`config.mk`:
```
export PLATFORM = sky130hd
export DESIGN_NAME = muldiv_multicycle_flat
export DESIGN_NICKNAME = d
export VERILOG_FILES = /design/src/rtl/muldiv_pkg.sv /design/src/rtl/muldiv_multicycle_if.sv /design/src/rtl/muldiv_step.sv /design/src/rtl/muldiv_multicycle.sv /design/src/flat_wrapper.sv
export SDC_FILE = /design/constraint.sdc
export NUM_CORES = 1
export LEC_CHECK = 0
export CAP_MARGIN = 40
export CORE_MARGIN = 2
export CORE_UTILIZATION = 53
export DETAILED_ROUTE_END_ITERATION = 16
export GPL_ROUTABILITY_DRIVEN = 0
export GPL_TIMING_DRIVEN = 0
export PLACE_DENSITY_LB_ADDON = 0.25
export SYNTH_ARGS = -nofsm -noshare
export SYNTH_HDL_FRONTEND = slang
export SYNTH_SLANG_ARGS = --single-unit
```
`constraint.sdc`:
```
create_clock -name clock -period 3.1 [get_ports clock]
set_clock_uncertainty 0.1 [all_clocks]
set_input_delay 0.775 -clock clock [delete_from_list [all_inputs] [get_ports clock]]
set_output_delay 0.775 -clock clock [all_outputs]
set_load 0.03 [all_outputs]
```
`src/rtl/muldiv_pkg.sv`:
```
// muldiv_pkg: shared definitions for the multicycle RV32M multiply/divide unit.
// Holds the func3 encodings, the FSM state type and operand signedness helpers.
package muldiv_pkg;

  localparam logic [2:0] F3_MUL    = 3'b000;
  localparam logic [2:0] F3_MULH   = 3'b001;
  localparam logic [2:0] F3_MULHSU = 3'b010;
  localparam logic [2:0] F3_MULHU  = 3'b011;
  localparam logic [2:0] F3_DIV    = 3'b100;
  localparam logic [2:0] F3_DIVU   = 3'b101;
  localparam logic [2:0] F3_REM    = 3'b110;
  localparam logic [2:0] F3_REMU   = 3'b111;

  typedef enum logic [1:0] {
    ST_IDLE = 2'd0,
    ST_MUL  = 2'd1,
    ST_DIV  = 2'd2,
    ST_FIX  = 2'd3
  } state_e;

  // rs1 is treated as two's complement for MULH, MULHSU, DIV and REM.
  function automatic logic op_signed_a(input logic [2:0] f);
    case (f)
      F3_MULH, F3_MULHSU, F3_DIV, F3_REM: op_signed_a = 1'b1;
      default:                            op_signed_a = 1'b0;
    endcase
  endfunction

  // rs2 is treated as two's complement for MULH, DIV and REM only.
  function automatic logic op_signed_b(input logic [2:0] f);
    case (f)
      F3_MULH, F3_DIV, F3_REM: op_signed_b = 1'b1;
      default:                 op_signed_b = 1'b0;
    endcase
  endfunction

endpackage

```
`src/rtl/muldiv_multicycle_if.sv`:
```
// muldiv_multicycle_if: request/response bundle between an issuing unit
// (master) and the multicycle multiply/divide unit (slave).
interface muldiv_multicycle_if #(
  parameter int XLEN = 32
);
  logic            start;
  logic [2:0]      func3;
  logic [XLEN-1:0] op_a;
  logic [XLEN-1:0] op_b;
  logic            busy;
  logic            done;
  logic [XLEN-1:0] result;
  logic            illegal;

  modport master (
    output start, func3, op_a, op_b,
    input  busy, done, result, illegal
  );

  modport slave (
    input  start, func3, op_a, op_b,
    output busy, done, result, illegal
  );
endinterface

```
`src/rtl/muldiv_step.sv`:
```
// muldiv_step: one combinational iteration on the 2*XLEN working register.
// Multiply: LSB-first shift-add (upper half accumulates, register shifts right).
// Divide (only with MULDIV_DIV_EN): restoring shift-subtract; upper half is the
// partial remainder, lower half collects quotient bits from the right.
module muldiv_step #(
  parameter int XLEN = 32
) (
  input  logic              is_div_i,
  input  logic [2*XLEN-1:0] w_i,
  input  logic [XLEN-1:0]   b_i,
  output logic [2*XLEN-1:0] w_o
);

  logic [XLEN:0]     sum_s;
  logic [2*XLEN-1:0] mul_w_s;
`ifdef MULDIV_DIV_EN
  logic [XLEN:0]     rem_ext_s;
  logic [XLEN:0]     diff_s;
`endif

  // Single-iteration datapath: add-or-pass for multiply, subtract-and-restore for divide.
  always_comb begin
    sum_s   = {1'b0, w_i[2*XLEN-1:XLEN]} + (w_i[0] ? {1'b0, b_i} : {(XLEN+1){1'b0}});
    mul_w_s = {sum_s, w_i[XLEN-1:1]};
`ifdef MULDIV_DIV_EN
    // Shift the next dividend bit into the partial remainder and trial-subtract.
    rem_ext_s = w_i[2*XLEN-1:XLEN-1];
    diff_s    = rem_ext_s - {1'b0, b_i};
    if (!is_div_i) begin
      w_o = mul_w_s;
    end else if (!diff_s[XLEN]) begin
      w_o = {diff_s[XLEN-1:0], w_i[XLEN-2:0], 1'b1};
    end else begin
      w_o = {rem_ext_s[XLEN-1:0], w_i[XLEN-2:0], 1'b0};
    end
`else
    // No divider in this build; the divide state is never entered.
    if (is_div_i) begin
      w_o = {(2*XLEN){1'b0}};
    end else begin
      w_o = mul_w_s;
    end
`endif
  end

endmodule

```
`src/rtl/muldiv_multicycle.sv`:
```
// muldiv_multicycle: iterative RV32M multiply/divide unit, one bit per cycle.
// Operands are latched as magnitudes; sign correction is applied in FIX.
// Build option: define MULDIV_DIV_EN to include the divide/remainder datapath;
// without it, DIV/DIVU/REM/REMU complete in two cycles with illegal=1, result=0.
module muldiv_multicycle
  import muldiv_pkg::*;
#(
  parameter int XLEN = 32
) (
  input  logic                clock,
  input  logic                reset,
  muldiv_multicycle_if.slave  bus
);

  localparam int CW = $clog2(XLEN) + 1;
  localparam logic [CW-1:0] CNT_LAST = CW'(XLEN - 1);
  localparam logic [CW-1:0] CNT_ONE  = {{(CW-1){1'b0}}, 1'b1};

  state_e            state_q, state_d;
  logic [2:0]        func3_q, func3_d;
  logic [2*XLEN-1:0] w_q, w_d;
  logic [XLEN-1:0]   b_q, b_d;
  logic [CW-1:0]     cnt_q, cnt_d;
  logic              neg_a_q, neg_a_d;
  logic              neg_b_q, neg_b_d;
  logic              ill_op_q, ill_op_d;
  logic [XLEN-1:0]   result_q, result_d;
  logic              done_q, done_d;
  logic              illegal_q, illegal_d;

  logic              in_neg_a_s, in_neg_b_s;
  logic [XLEN-1:0]   in_abs_a_s, in_abs_b_s;
  logic [2*XLEN-1:0] step_w_s;
  logic [2*XLEN-1:0] prod_s;
  logic [XLEN-1:0]   quot_s, rem_s, fix_result_s;

  muldiv_step #(.XLEN(XLEN)) u_step (
    .is_div_i (state_q == ST_DIV),
    .w_i      (w_q),
    .b_i      (b_q),
    .w_o      (step_w_s)
  );

  // Incoming operand magnitudes according to the requested op's signedness.
  always_comb begin
    in_neg_a_s = op_signed_a(bus.func3) & bus.op_a[XLEN-1];
    in_neg_b_s = op_signed_b(bus.func3) & bus.op_b[XLEN-1];
    in_abs_a_s = in_neg_a_s ? ({XLEN{1'b0}} - bus.op_a) : bus.op_a;
    in_abs_b_s = in_neg_b_s ? ({XLEN{1'b0}} - bus.op_b) : bus.op_b;
  end

  // Sign correction and half/quotient/remainder selection for the FIX state.
  always_comb begin
    prod_s = (neg_a_q ^ neg_b_q) ? ({(2*XLEN){1'b0}} - w_q) : w_q;
    quot_s = (neg_a_q ^ neg_b_q) ? ({XLEN{1'b0}} - w_q[XLEN-1:0]) : w_q[XLEN-1:0];
    rem_s  = neg_a_q ? ({XLEN{1'b0}} - w_q[2*XLEN-1:XLEN]) : w_q[2*XLEN-1:XLEN];
    if (ill_op_q) begin
      fix_result_s = {XLEN{1'b0}};
    end else begin
      case (func3_q)
        F3_MUL:                       fix_result_s = prod_s[XLEN-1:0];
        F3_MULH, F3_MULHSU, F3_MULHU: fix_result_s = prod_s[2*XLEN-1:XLEN];
        F3_DIV, F3_DIVU:              fix_result_s = quot_s;
        F3_REM, F3_REMU:              fix_result_s = rem_s;
        default:                      fix_result_s = {XLEN{1'b0}};
      endcase
    end
  end

  // FSM next-state, datapath loads and output register updates.
  always_comb begin
    state_d   = state_q;
    func3_d   = func3_q;
    w_d       = w_q;
    b_d       = b_q;
    cnt_d     = cnt_q;
    neg_a_d   = neg_a_q;
    neg_b_d   = neg_b_q;
    ill_op_d  = ill_op_q;
    result_d  = result_q;
    done_d    = 1'b0;
    illegal_d = illegal_q;
    case (state_q)
      ST_IDLE: begin
        if (bus.start) begin
          func3_d  = bus.func3;
          cnt_d    = {CW{1'b0}};
          neg_a_d  = in_neg_a_s;
          neg_b_d  = in_neg_b_s;
          w_d      = {{XLEN{1'b0}}, in_abs_a_s};
          b_d      = in_abs_b_s;
          ill_op_d = 1'b0;
          if (!bus.func3[2]) begin
            state_d = ST_MUL;
          end else begin
`ifdef MULDIV_DIV_EN
            if (bus.op_b == {XLEN{1'b0}}) begin
              // Divide by zero: preload remainder=op_a, quotient=all-ones, no sign fix.
              w_d     = {bus.op_a, {XLEN{1'b1}}};
              neg_a_d = 1'b0;
              neg_b_d = 1'b0;
              state_d = ST_FIX;
            end else begin
              state_d = ST_DIV;
            end
`else
            ill_op_d = 1'b1;
            state_d  = ST_FIX;
`endif
          end
        end else begin
          state_d = ST_IDLE;
        end
      end
      ST_MUL, ST_DIV: begin
        w_d   = step_w_s;
        cnt_d = cnt_q + CNT_ONE;
        if (cnt_q == CNT_LAST) begin
          state_d = ST_FIX;
        end else begin
          state_d = state_q;
        end
      end
      ST_FIX: begin
        result_d  = fix_result_s;
        illegal_d = ill_op_q;
        done_d    = 1'b1;
        state_d   = ST_IDLE;
      end
      default: begin
        state_d = ST_IDLE;
      end
    endcase
  end

  // State and datapath registers; asynchronous active-low reset clears everything.
  always_ff @(posedge clock or negedge reset) begin
    if (!reset) begin
      state_q   <= ST_IDLE;
      func3_q   <= 3'b000;
      w_q       <= {(2*XLEN){1'b0}};
      b_q       <= {XLEN{1'b0}};
      cnt_q     <= {CW{1'b0}};
      neg_a_q   <= 1'b0;
      neg_b_q   <= 1'b0;
      ill_op_q  <= 1'b0;
      result_q  <= {XLEN{1'b0}};
      done_q    <= 1'b0;
      illegal_q <= 1'b0;
    end else begin
      state_q   <= state_d;
      func3_q   <= func3_d;
      w_q       <= w_d;
      b_q       <= b_d;
      cnt_q     <= cnt_d;
      neg_a_q   <= neg_a_d;
      neg_b_q   <= neg_b_d;
      ill_op_q  <= ill_op_d;
      result_q  <= result_d;
      done_q    <= done_d;
      illegal_q <= illegal_d;
    end
  end

  assign bus.busy    = (state_q != ST_IDLE);
  assign bus.done    = done_q;
  assign bus.result  = result_q;
  assign bus.illegal = illegal_q;

endmodule

```
`src/flat_wrapper.sv`:
```
// flat-port wrapper written by rule: the top's interface ports become plain ports
module muldiv_multicycle_flat import muldiv_pkg::*;
#(
  parameter int XLEN = 32
)
  (clock, reset, bus_start, bus_func3, bus_op_a, bus_op_b, bus_busy, bus_done, bus_result, bus_illegal);
  muldiv_multicycle_if #(.XLEN(XLEN)) bus_i ();
  input  logic clock;
  input  logic reset;
  input wire logic [$bits(bus_i.start)-1:0] bus_start;
  input wire logic [$bits(bus_i.func3)-1:0] bus_func3;
  input wire logic [$bits(bus_i.op_a)-1:0] bus_op_a;
  input wire logic [$bits(bus_i.op_b)-1:0] bus_op_b;
  output wire logic [$bits(bus_i.busy)-1:0] bus_busy;
  output wire logic [$bits(bus_i.done)-1:0] bus_done;
  output wire logic [$bits(bus_i.result)-1:0] bus_result;
  output wire logic [$bits(bus_i.illegal)-1:0] bus_illegal;
  assign bus_i.start = bus_start;
  assign bus_i.func3 = bus_func3;
  assign bus_i.op_a = bus_op_a;
  assign bus_i.op_b = bus_op_b;
  assign bus_busy = bus_i.busy;
  assign bus_done = bus_i.done;
  assign bus_result = bus_i.result;
  assign bus_illegal = bus_i.illegal;
  muldiv_multicycle #(.XLEN(XLEN)) u_core (.clock(clock), .reset(reset), .bus(bus_i));
endmodule
```
# [Word-level counts from Yosys, hierarchy flattened]
# Cells that the tools add are included.
[word_totals] output_inout_bits=35 input_bits=70 ff_bits=144 wordCells=71
[classes] n_reduce_logical=12 n_mux=21 n_addsub=7 bitwise_logic=3 eq_ne=17
[op_table] operator="32-bit 2-to-1 mux" n=6
[op_table] operator="64-bit 2-to-1 mux" n=3
[op_table] operator="32-bit one-hot mux with 4 select lines" n=1
[op_table] operator="64-bit one-hot mux with 2 select lines" n=1
[op_table] operator="1-bit by 32-bit subtractor with 32-bit output (first input constant)" n=4
[op_table] operator="1-bit by 64-bit subtractor with 64-bit output (first input constant)" n=1
[op_table] operator="32-bit by 33-bit adder with 33-bit output" n=1
[op_table] operator="3-bit equality test (second input constant)" n=6
[op_table] operator="6-bit one-hot mux with 2 select lines" n=1
[op_table] operator="3-bit by 2-bit equality test with 1-bit output (second input constant)" n=3
[op_table] operator="6-bit by 1-bit adder with 6-bit output (second input constant)" n=1
[op_table] operator="3-bit by 1-bit equality test with 1-bit output (second input constant)" n=2
[op_table] operator="6-bit by 5-bit equality test with 1-bit output (second input constant)" n=1
[op_table] operator="2-bit 2-to-1 mux" n=3
[op_table] operator="6-bit 2-to-1 mux" n=1
[op_table] operator="2-bit one-hot mux with 3 select lines" n=1
[op_table] operator="2-bit OR reduction" n=3
[op_table] operator="3-bit OR reduction" n=2
[op_table] operator="2-bit equality test (second input constant)" n=2
[op_table] operator="1-bit 2-to-1 mux" n=4
[op_table] operator="2-bit AND reduction" n=2
[op_table] operator="2-bit nonzero test" n=2
[op_table] operator="4-bit OR reduction" n=1
[op_table] operator="3-bit zero test" n=1
[op_table] operator="other kinds (6)" n=7

# [Longest topological paths before layout]
[logic_depth] ltp_word=7 mapped_depth=14 mapped_depth_nobuf=12

# [Hierarchy]
# Synthesis repeated with hierarchy kept, for this count alone.
[unflattened] hier_cells=1466 hier_area_um2=11602.4
[modules_own_cells] module="muldiv_multicycle" instances=1 area_each_um2=8992.4 cells_each=1065
[modules_own_cells] module="muldiv_step" instances=1 area_each_um2=2610.0 cells_each=401

# [Least setup slack after synthesis]
# Ideal clock, no wire load.
[synth_timing] path_type="reg2reg" startpoint="reg u_core.w_q[0]" endpoint="reg u_core.w_q[59]" t_required_ps=2878 arrival_time_ps=2979 path_slack_ps=-100 setup_ps=122 path_stages_with_launch=15 path_cell_list="dfrtp_1 > clkbuf_1 > clkbuf_1 > and2_1 > ha_1 > inv_1 > fa_1 > nand2b_1 > a21oi_1 > o311ai_1 > nand2b_1 > a311oi_2 > nor4_1 > or4_1 > a32o_1"
[synth_via] elab_chain_cells=4
[synth_lines] element="from (decl)" line_no="muldiv_multicycle.sv:21" rtl="logic [2*XLEN-1:0] w_q, w_d;"
[synth_lines] element="from (signal assigned)" line_no="muldiv_multicycle.sv:141" rtl="w_q <= {(2*XLEN){1'b0}};"
[synth_lines] element="from (signal assigned)" line_no="muldiv_multicycle.sv:153" rtl="w_q <= w_d;"
[synth_lines] element="32-bit 2-to-1 mux" line_no="muldiv_step.sv:23" rtl="sum_s = {1'b0, w_i[2*XLEN-1:XLEN]} + (w_i[0] ? {1'b0, b_i} : {(XLEN+1){1'b0}});"
[synth_lines] element="32-bit by 33-bit adder with 33-bit output" line_no="muldiv_step.sv:23"
[synth_lines] element="64-bit 2-to-1 mux" line_no="muldiv_step.sv:38" rtl="if (is_div_i) begin"
[synth_lines] element="64-bit one-hot mux with 2 select lines" line_no="muldiv_multicycle.sv:83" rtl="case (state_q)"
# No other way between the ends.
# A chain may end at the register's enable or synchronous reset.

# [Worst setup path after layout]
# Same ends and word-level chain as after synthesis.

==> run summary <==
final hold vios = 0
total core area = 0.0195 mm2
DIE AREA = 0.0210 mm2
Slew Viols, Final = 0
drt via density = 6.23
standby leakage power = 5.32 nW
pwr/cell area = 1070 mW/mm2
first drt pass iteration count = 6
PortBufs = 104
crit path capture type = flip-flop
top cells by area, synth = dfrtp_1, xnor2_1, a21oi_1
CTS buffer count = 17
vias in the first global route = 9,788
fin util = 67.1%
All-Layer GR Usage = 31.4%
Max Clk Rate = 300 MHz
# diodes = 0
Clock Pin Slew Worst Setup and Hold Paths = 0.07 ns
Post-synth ARST share = 100%
Cell Count, Final, Fillers Out = 1,689
Seq/Total Area, Yosys = 34.0%
Mean Syn Cell Area = 8.24 um2
Worst Hold Class = primary input to asynchronous set/reset pin
initial antenna violation count = 0
worst reg2reg startpoint = u_core.w_q[0]$_DFFE_PN0P_
first-pass GRT wire length = 51.1 mm
Tightest Pin Transition = 0.917 ns
Die H = 145 um
critical path class = flip-flop to flip-flop
I/O pins = 105
count leader, synth = dfrtp_1
crit share post-route = 108%
CP max stage delay = 0.47 ns
total gr overflow = 0
largest family of logic cells by synthesized area = compound AO/OA/AOI/OAI gates
Initial Util = 54.0%
CTS tree = built
Top delay family on crit path = simple AND/OR/NAND/NOR gates
top cells by count, synth = dfrtp_1, nand2_1, a21oi_1, nor2_1, xnor2_1
Critical Path Source Type = flip-flop
Site Rows = 51
worst path arrival time = 3.56 ns
Sink Count = 143
Mapped Area = 0.0105 mm2
Root Driver = clkbuf_16
Crit-path slowest cell = or4_1
RSZ-0062 raised after global routing = yes
Worst Reg-to-Reg Cells = 14
crit-path cells = buf_8, buf_8, and2_4, ha_4, inv_2, fa_2, nand2b_4, a21oi_4, o311ai_4, nand2b_1, a311oi_4, nor4_2, or4_1, a32o_1
clk_lat worst skew = 0.44 ns
Compound-Gate Fraction of Synth Area = 23.0%
CP Max Fanout = 6
total wire length = 33.0 mm
Reg2Reg Setup Slack = -0.24 ns
EDFF count, synth = 0
Layout area overhead = 24.2%
Mapped Nets = 1,388
post-synth top area share = 34.0%
mux cell area share after synthesis = 1.09%
XOR/XNOR Fraction of Synth Area = 11.5%
Critical R2R Capture = u_core.w_q[59]$_DFFE_PN0P_
Horiz. Die Dim = 145 um
setup slack after layout = -0.236 ns
maximum VDD drop = 680 uV
clock buffer depth = 2
Post-Synth Simple-Gate Area = 21.8%
total of max-cap violations = 0
Synth cell types = 71
Adder-Cell Fraction of Synth Area = 4.95%
hold_buf cts = 0
Syn Inst Count = 1,277
Max transition margin = 38.4%
Worst EP required = 3.32 ns
fillcell total = 1,622
final setup fails = 1
setup_tns = -0.236 ns
Seq cells post-synth = 143
Tot Pwr = 0.0139 W
DRC = 0
post-route ant nets = 0
Vias = 10,500
final hold slack = 0.194 ns
fin crit period = 3.34 ns
CTS H-tree lvls = 4
YS warnings = 0
drt wl/cell = 19.6 um
DR iter-0 viols = 1,006
CP bufs+invs = 3
pin count of the biggest net entering global routing = 94
NumNets Final = 1,522
status = complete, but fails checks
Inst Count DP = 1,647
Post-DP HPWL = 24.8 mm
Crit path top cell by count = buf_8
layout cell share with drive strength beyond 1 = 9.83%
failing checks = negative setup slack
Yosys top cell by area = dfrtp_1
Synth Flop Type = dfrtp_1
where the power goes:
part	switching, W	internal, W
Sequential	0.00106	0.00269
Combinational	0.00510	0.00295
Clock	0.000914	0.00121
Total	0.00707	0.00685
layout by cell type (no fill, tap or decap), types with 11 or more instances in the layout:
master / netlist / layout
dfrtp_1: 143 / 141
nand2_1: 134 / 132
a21oi_1: 114 / 110
nor2_1: 107 / 104
clkdlybuf4s50_1: 0 / 103
xnor2_1: 79 / 79
o21ai_0: 76 / 72
xor2_1: 59 / 59
clkbuf_1: 64 / 50
and2_1: 41 / 39
nor3_1: 36 / 34
o21ai_1: 29 / 31
inv_1: 28 / 27
o22ai_1: 25 / 25
nand3_1: 23 / 22
ha_1: 40 / 22
buf_4: 0 / 21
a21o_1: 20 / 20
a31oi_1: 18 / 18
clkbuf_16: 0 / 17
o31ai_1: 22 / 16
nand2b_1: 16 / 15
or3_1: 13 / 13
o221ai_1: 13 / 13
or4_1: 13 / 11
nand4_1: 11 / 11
worst max-delay path by stage:
| stage | to | cells after the start | from |
|---|---|---|---|
| after floorplan | u_core.w_q[59]$_DFFE_PN0P_ | 14 | u_core.w_q[0]$_DFFE_PN0P_ |
| after global placement | u_core.bus.illegal$_DFFE_PN0P_ | 1 | reset |
| after detailed placement | u_core.w_q[27]$_DFFE_PN0P_ | 8 | bus_op_a[7] |
| after CTS | u_core.w_q[51]$_DFFE_PN0P_ | 16 | u_core.w_q[0]$_DFFE_PN0P_ |
| after global routing | u_core.w_q[59]$_DFFE_PN0P_ | 14 | u_core.w_q[0]$_DFFE_PN0P_ |
| final | u_core.w_q[59]$_DFFE_PN0P_ | 14 | u_core.w_q[0]$_DFFE_PN0P_ |
through the flow:
step | setup WS (ns) | cell area [um2]
floorplan | -0.0240 | 10600
global placement | -4.63 | 11900
detailed placement | -0.672 | 12000
CTS | -0.0979 | 12700
global route | -0.313 | 13100
finish | -0.236 | 13100
cell families (layout without fill, tap and decap cells):
kind of cell | after synthesis | after routing
fa+ha+maj | 41 | 41
xor+xnor | 138 | 138
mux | 11 | 11
compound gates | 389 | 389
flops | 143 | 143
simple gates | 454 | 454
buf+inv | 101 | 248
state kept, by name (all words and copies together), names as in the netlist:
register,count
u_core.neg_b_q,1
u_core.cnt_q,6
u_core.neg_a_q,1
u_core.bus.result,32
u_core.w_q,64
u_core.state_q,2
u_core.b_q,32
u_core.bus.done,1
u_core.func3_q,3
u_core.bus.illegal,1
layer usage:
layer | vias up | track usage, % | wire length, um
met5 | - | 0 | 0
met3 | 76 | 7.14 | 2890
met2 | 524 | 49.5 | 15300
met4 | 0 | 11.5 | 861
met1 | 5017 | 42.5 | 13900
li1 | 4904 | - | -
cell type report:
cell class	count	area, um2	share of cell area (%)
flip-flops and latches	143	3580	27.4
inverters	28	105	0.804
multi-input cells	1033	6960	53.3
well taps	265	332	2.54
plain buffers	62	260	1.99
clock inverters	15	173	1.32
clock buffers	17	425	3.26
repair buffers	126	1230	9.39
timing repair:
action	in CTS	in global routing
resized for setup	24	55
buffers inserted	5	16
setup endpoints to repair	24	45
pin swaps	9	21
Power figures use the tool's default switching activity.
